**src/rtl/seg_set_ctrl.sv**
```systemverilog
// seg_set_ctrl: hour/min/sec time-setting FSM with shadow fields, flash enables and commit strobe.
// Define SEG_SET_DEC_EN to add the key_dec port for decrementing the active field.
module seg_set_ctrl #(
    parameter int TIMEOUT_S = 10,
    parameter int HOUR_MAX  = 23
) (
    input  logic       clk,
    input  logic       rst,
    input  logic       tick_1hz,
    input  logic       key_mode,
    input  logic       key_inc,
`ifdef SEG_SET_DEC_EN
    input  logic       key_dec,
`endif
    input  logic [4:0] cur_hour,
    input  logic [5:0] cur_min,
    input  logic [5:0] cur_sec,
    output logic       edit_active,
    output logic [1:0] field_sel,
    output logic [5:0] flash_mask,
    output logic [4:0] disp_hour,
    output logic [5:0] disp_min,
    output logic [5:0] disp_sec,
    output logic       load_en,
    output logic [4:0] load_hour,
    output logic [5:0] load_min,
    output logic [5:0] load_sec
);
    localparam logic [2:0] IDLE = 3'd0, EDIT_H = 3'd1, EDIT_M = 3'd2, EDIT_S = 3'd3, COMMIT = 3'd4;
    localparam logic [5:0] TMO = 6'(TIMEOUT_S);
    localparam logic [4:0] HM  = 5'(HOUR_MAX);
    logic [2:0] state, nxt;
    logic [4:0] sh_hour;
    logic [5:0] sh_min, sh_sec, tcnt;
    logic kd, key_any, bump, drop, editing, nxt_edit, timeout;
`ifdef SEG_SET_DEC_EN
    assign kd = key_dec;
`else
    assign kd = 1'b0;
`endif
    assign key_any  = key_mode | key_inc | kd;
    assign bump     = key_inc & ~kd;
    assign drop     = kd & ~key_inc;
    assign editing  = (state == EDIT_H) || (state == EDIT_M) || (state == EDIT_S);
    assign nxt_edit = (nxt == EDIT_H) || (nxt == EDIT_M) || (nxt == EDIT_S);
    assign timeout  = editing && !key_any && (tcnt >= TMO);
    always_comb begin
        nxt = state;
        case (state)
            IDLE:    nxt = key_mode ? EDIT_H : IDLE;
            EDIT_H:  nxt = key_mode ? EDIT_M : timeout ? IDLE : EDIT_H;
            EDIT_M:  nxt = key_mode ? EDIT_S : timeout ? IDLE : EDIT_M;
            EDIT_S:  nxt = key_mode ? COMMIT : timeout ? IDLE : EDIT_S;
            default: nxt = IDLE;
        endcase
    end
    always_ff @(posedge clk) begin
        if (rst) begin
            state       <= IDLE;
            edit_active <= 1'b0;
            field_sel   <= 2'd0;
            flash_mask  <= 6'd0;
            load_en     <= 1'b0;
            load_hour   <= 5'd0;
            load_min    <= 6'd0;
            load_sec    <= 6'd0;
            sh_hour     <= 5'd0;
            sh_min      <= 6'd0;
            sh_sec      <= 6'd0;
            tcnt        <= 6'd0;
        end else begin
            state       <= nxt;
            edit_active <= nxt_edit;
            field_sel   <= nxt_edit ? nxt[1:0] : 2'd0;
            flash_mask  <= nxt == EDIT_H ? 6'b110000 : nxt == EDIT_M ? 6'b001100 :
                           nxt == EDIT_S ? 6'b000011 : 6'b000000;
            load_en     <= nxt == COMMIT;
            if (state == EDIT_S && key_mode) begin
                load_hour <= sh_hour;
                load_min  <= sh_min;
                load_sec  <= sh_sec;
            end
            if (state == IDLE && key_mode) begin
                sh_hour <= cur_hour;
                sh_min  <= cur_min;
                sh_sec  <= cur_sec;
            end else if (!key_mode && state == EDIT_H)
                sh_hour <= bump ? (sh_hour >= HM ? 5'd0 : sh_hour + 5'd1) :
                           drop ? (sh_hour == 5'd0 ? HM : sh_hour - 5'd1) : sh_hour;
            else if (!key_mode && state == EDIT_M)
                sh_min <= bump ? (sh_min >= 6'd59 ? 6'd0 : sh_min + 6'd1) :
                          drop ? (sh_min == 6'd0 ? 6'd59 : sh_min - 6'd1) : sh_min;
            else if (!key_mode && state == EDIT_S)
                sh_sec <= bump ? (sh_sec >= 6'd59 ? 6'd0 : sh_sec + 6'd1) :
                          drop ? (sh_sec == 6'd0 ? 6'd59 : sh_sec - 6'd1) : sh_sec;
            // key presses take priority over the 1 Hz tick so a press always restarts the count
            if (!nxt_edit || state == IDLE || key_any)
                tcnt <= 6'd0;
            else if (tick_1hz && tcnt != 6'd63)
                tcnt <= tcnt + 6'd1;
        end
    end
    assign disp_hour = edit_active ? sh_hour : cur_hour;
    assign disp_min  = edit_active ? sh_min  : cur_min;
    assign disp_sec  = edit_active ? sh_sec  : cur_sec;
endmodule

```
**config.mk**
```make
export PLATFORM = sky130hd
export DESIGN_NAME = seg_set_ctrl
export DESIGN_NICKNAME = d
export VERILOG_FILES = /design/src/rtl/seg_set_ctrl.sv
export SDC_FILE = /design/constraint.sdc
export NUM_CORES = 1
export LEC_CHECK = 0
export BUFFER_PORTS_ARGS = -buffer_cell sky130_fd_sc_hd__buf_2
export CAP_MARGIN = 20
export CORE_MARGIN = 2
export CORE_UTILIZATION = 40
export DETAILED_ROUTE_END_ITERATION = 7
export GPL_TIMING_DRIVEN = 0
export PLACE_DENSITY_LB_ADDON = 0.3
export SYNTH_ARGS = -nofsm -noshare
export SYNTH_HDL_FRONTEND = slang
export SYNTH_SLANG_ARGS = --single-unit
```
**constraint.sdc**
```tcl
create_clock -name clk -period 2.3 [get_ports clk]
set_input_delay 0.46 -clock clk [delete_from_list [all_inputs] [get_ports clk]]
set_output_delay 0.46 -clock clk [all_outputs]
set_load 0.01 [all_outputs]
```
==> results.yml <==
run_status:
  status: "completed"
floorplan:
  num_rows: 29
  die_boundary_height_um: 84.3
  initial_utilization_pct: 41.1
  core_um2: 6280
  fp.dieW_um: 84.3
  fp.dieArea_um2: 7110
  boundaryPins: 66
yosys:
  yosysWarnings: 0
  postSynth.asyncResetShare_pct: 0
  syn_area_per_cell_um2: 8.44
  netlist_top_cells_area: "sky130_fd_sc_hd__dfxtp_1 39%, sky130_fd_sc_hd__mux2_2 7.4%, sky130_fd_sc_hd__nand2_1 6.7%"
  synthMostInstantiatedCell: "sky130_fd_sc_hd__dfxtp_1"
  syn_area_um2: 2580
  netlist-cell-type-count: 55
  number_of_enable_flip_flop_cells_after_synthesis: 0
  synth.cells.most_frequent: "50 x sky130_fd_sc_hd__dfxtp_1, 46 x sky130_fd_sc_hd__nand2_1, 33 x sky130_fd_sc_hd__a21oi_1"
  synth_top_area_share_pct: 38.8
  synthFlopType: "sky130_fd_sc_hd__dfxtp_1"
  netlist_instances: 306
  yosysSeqAreaShare_pct: 38.8
  synth.largest_area_cell: "sky130_fd_sc_hd__dfxtp_1"
  number_of_flip_flops_and_latches_in_the_synthesized_netlist: 50
sta:
  setup_tns_ns: 0
  min_period_ns: 2.09
  number_of_failing_hold_endpoints_at_the_final_stage: 0
  finalCritPeriodShare_pct: 91.1
  unrepaired_setup_endpoints_after_global_routing: "false"
  fin_ws_ns: 0.206
  setup_viol: 0
  max_slew_violation_count: 0
  finalClockSkew_ns: 0.00416
  worst_slew_margin_rel_pct: 54.7
  max_clock_freq_mhz: 477
  worst_pin_slew_ns: 0.676
worst_hold_path:
  worst_hold_path.num_cells: 3
  timing.hold.worst.start: "cur_hour[3]"
  worstHoldPathType: "input port to register"
clock_network:
  numCtsBuffers: 5
  cts_max_path_buffers: 2
  total_number_of_clock_tree_sinks: 50
  holdBufCountCts: 0
  cts_setup_buffers: 0
  tritoncts_clock_tree: "built"
  ctsRootBufferMaster: "sky130_fd_sc_hd__clkbuf_8"
  clock_latency_ns: 0.31
  clk_transition_reported_paths_ns: 0.09
  h-tree-depth: 2
power_and_ir_drop:
  power.share.combinational_pct: 18.8
  p_per_area_nw_per_um2: 591
  sw_frac_of_total_pct: 29.1
  power.ir.vdd_worst_mv: 0.277
  clkPwrFrac_pct: 29.8
  p_int_w: 0.00130
  sequential_fraction_of_design_power_pct: 51.4
  net-switching-power_w: 0.000533
  cellLeakagePower_nw: 1.31
final_layout:
  layout_cell_share_with_drive_strength_beyond_1_pct: 29.8
  insertedDiodeCount: 0
  final_net_count: 405
  finish.utilization_pct: 49.4
  area_delta_synth_final_pct: 20.1
  instances_no_fill: 456
critical_path:
  r2r.worst_path.cells: 5
  critPathLaunch: "edit_active"
  r2r_start: "state[2]"
  critPathLaunchType: "register"
  critPathSlowestCell: "sky130_fd_sc_hd__dfxtp_2"
  timing.critical_path.to_type: "output port"
  cp.buffers_inverters: 2
  ws_path_type: "register to output port"
  worstPathRequired_ns: 1.84
  cp_top_family: "buffers and inverters"
  crit_fanout: 10
  worstSetupPathDepth: 3
  cp.arrival_ns: 1.63
  path_cells: "clkbuf_2 -> mux2_2 -> buf_2"
  critical-path-max-stage-delay_ns: 0.47
drt:
  avgViaCountPerCell: 5.38
  drc_errors: 0
  wl_per_cell_um: 13.9
  antenna_violating_nets_post_route: 0
  routed_wirelength_um: 6330
  vias: 2454
  drtIter0Drc: 124
  first_pass_iters: 4
grt:
  antenna_violations_before_repair: 0
  grtUsageTotal_pct: 18.4
  grt_overflow: 0
  wire_length_of_the_first_global_routing_pass_um: 10800
  largest_net_degree_at_the_start_of_global_routing: 16
  vias_in_the_first_global_route: 2286
placement:
  port_buffers: 65
  post-place-ws_ns: 0.0125
  place_congestion: 0.810
  hpwlAfterDp_um: 4550
  dpl.cell_count: 449
run:
  maxCapViolations: 0
## timing repair
action	4_1_cts	5_1_grt
resized for setup	1	1
setup endpoints to repair	10	10
gates cloned	0	0
## metrics by stage
stage          hold slack, ns  power, W  area, um^2
6_report                0.416   0.00183        3100
5_1_grt                 0.443   0.00193        3100
4_1_cts                 0.413   0.00184        3100
3_5_place_dp            0.445   0.00131        3010
3_3_place_gp            0.438   0.00130        3010
2_1_floorplan           0.471   0.00119        2580
## metal layers
| layer | wire (um) | GRT usage [%] | up-vias |
|---|---|---|---|
| met5 | 0 | 0 | - |
| met4 | 99 | 6.93 | 0 |
| met3 | 357 | 3.15 | 10 |
| met2 | 3000 | 29.8 | 60 |
| met1 | 2880 | 24.6 | 1141 |
| li1 | - | - | 1243 |
## layout by cell type, fill, tap and decap left out, types with 4 or more instances in the layout
cell type	instances
sky130_fd_sc_hd__nand2b_1	4
sky130_fd_sc_hd__nand2_1	46
sky130_fd_sc_hd__inv_1	5
sky130_fd_sc_hd__nor2_1	19
sky130_fd_sc_hd__mux2_2	17
sky130_fd_sc_hd__buf_4	4
sky130_fd_sc_hd__a211oi_1	7
sky130_fd_sc_hd__buf_2	75
sky130_fd_sc_hd__and3_1	5
sky130_fd_sc_hd__a31oi_1	4
sky130_fd_sc_hd__o21ai_0	10
sky130_fd_sc_hd__clkbuf_1	10
sky130_fd_sc_hd__a21oi_1	33
sky130_fd_sc_hd__clkbuf_8	6
sky130_fd_sc_hd__ha_1	5
sky130_fd_sc_hd__xor2_1	4
sky130_fd_sc_hd__dfxtp_1	49
sky130_fd_sc_hd__nand3_1	5
sky130_fd_sc_hd__nand4b_1	4
sky130_fd_sc_hd__nor3_1	8
## worst paths after layout
path / end / slack (ns)
worst max-delay path: disp_sec[0] / 0.21
worst min-delay path: sh_hour[3] / 0.42
worst max register to register: sh_sec[3] / 0.31
worst min register to register: load_hour[4] / 0.45
## worst register-to-register path, delay by kind of cell, from the launching register on
kind	cells	cell delay, ns
compound gates	2	0.41
simple gates	1	0.64
buf+inv	2	0.54
flops	1	0.32
## cells by family after synthesis
group	Yosys count	share of synthesized area (%)
mux	17	7.42
buf+inv	31	5.57
fa+ha+maj	5	2.42
other cells	1	0.145
flops	50	38.8
compound gates	84	21.5
xor+xnor	5	1.70
simple gates	113	22.5
## final cells by class
type,count,area (um^2)
flip-flops and latches,50,1000
fillers,637,3180
repair buffers,65,325
clock buffers,6,82.6
multi-input cells,226,1440
clock inverters,2,12.5
well taps,77,96.3
inverters,5,18.8
plain buffers,25,123
## state kept, by name, summed over array words and instances (netlist names), 2 cells and up
register	count
field_sel	2
load_hour	5
state	3
sh_hour	5
load_sec	6
flash_mask	3
sh_min	6
load_min	6
tcnt	6
sh_sec	6
## power by group through the flow
stage                     Clock [W]  Combinational, W  Sequential (W)
after floorplan                   0          0.000236        0.000952
after global placement            0          0.000344        0.000957
after detailed placement          0          0.000348        0.000958
after CTS                  0.000555          0.000345        0.000941
after global routing       0.000593          0.000384        0.000949
final                      0.000545          0.000344        0.000942
Power figures use the tool's default switching activity.
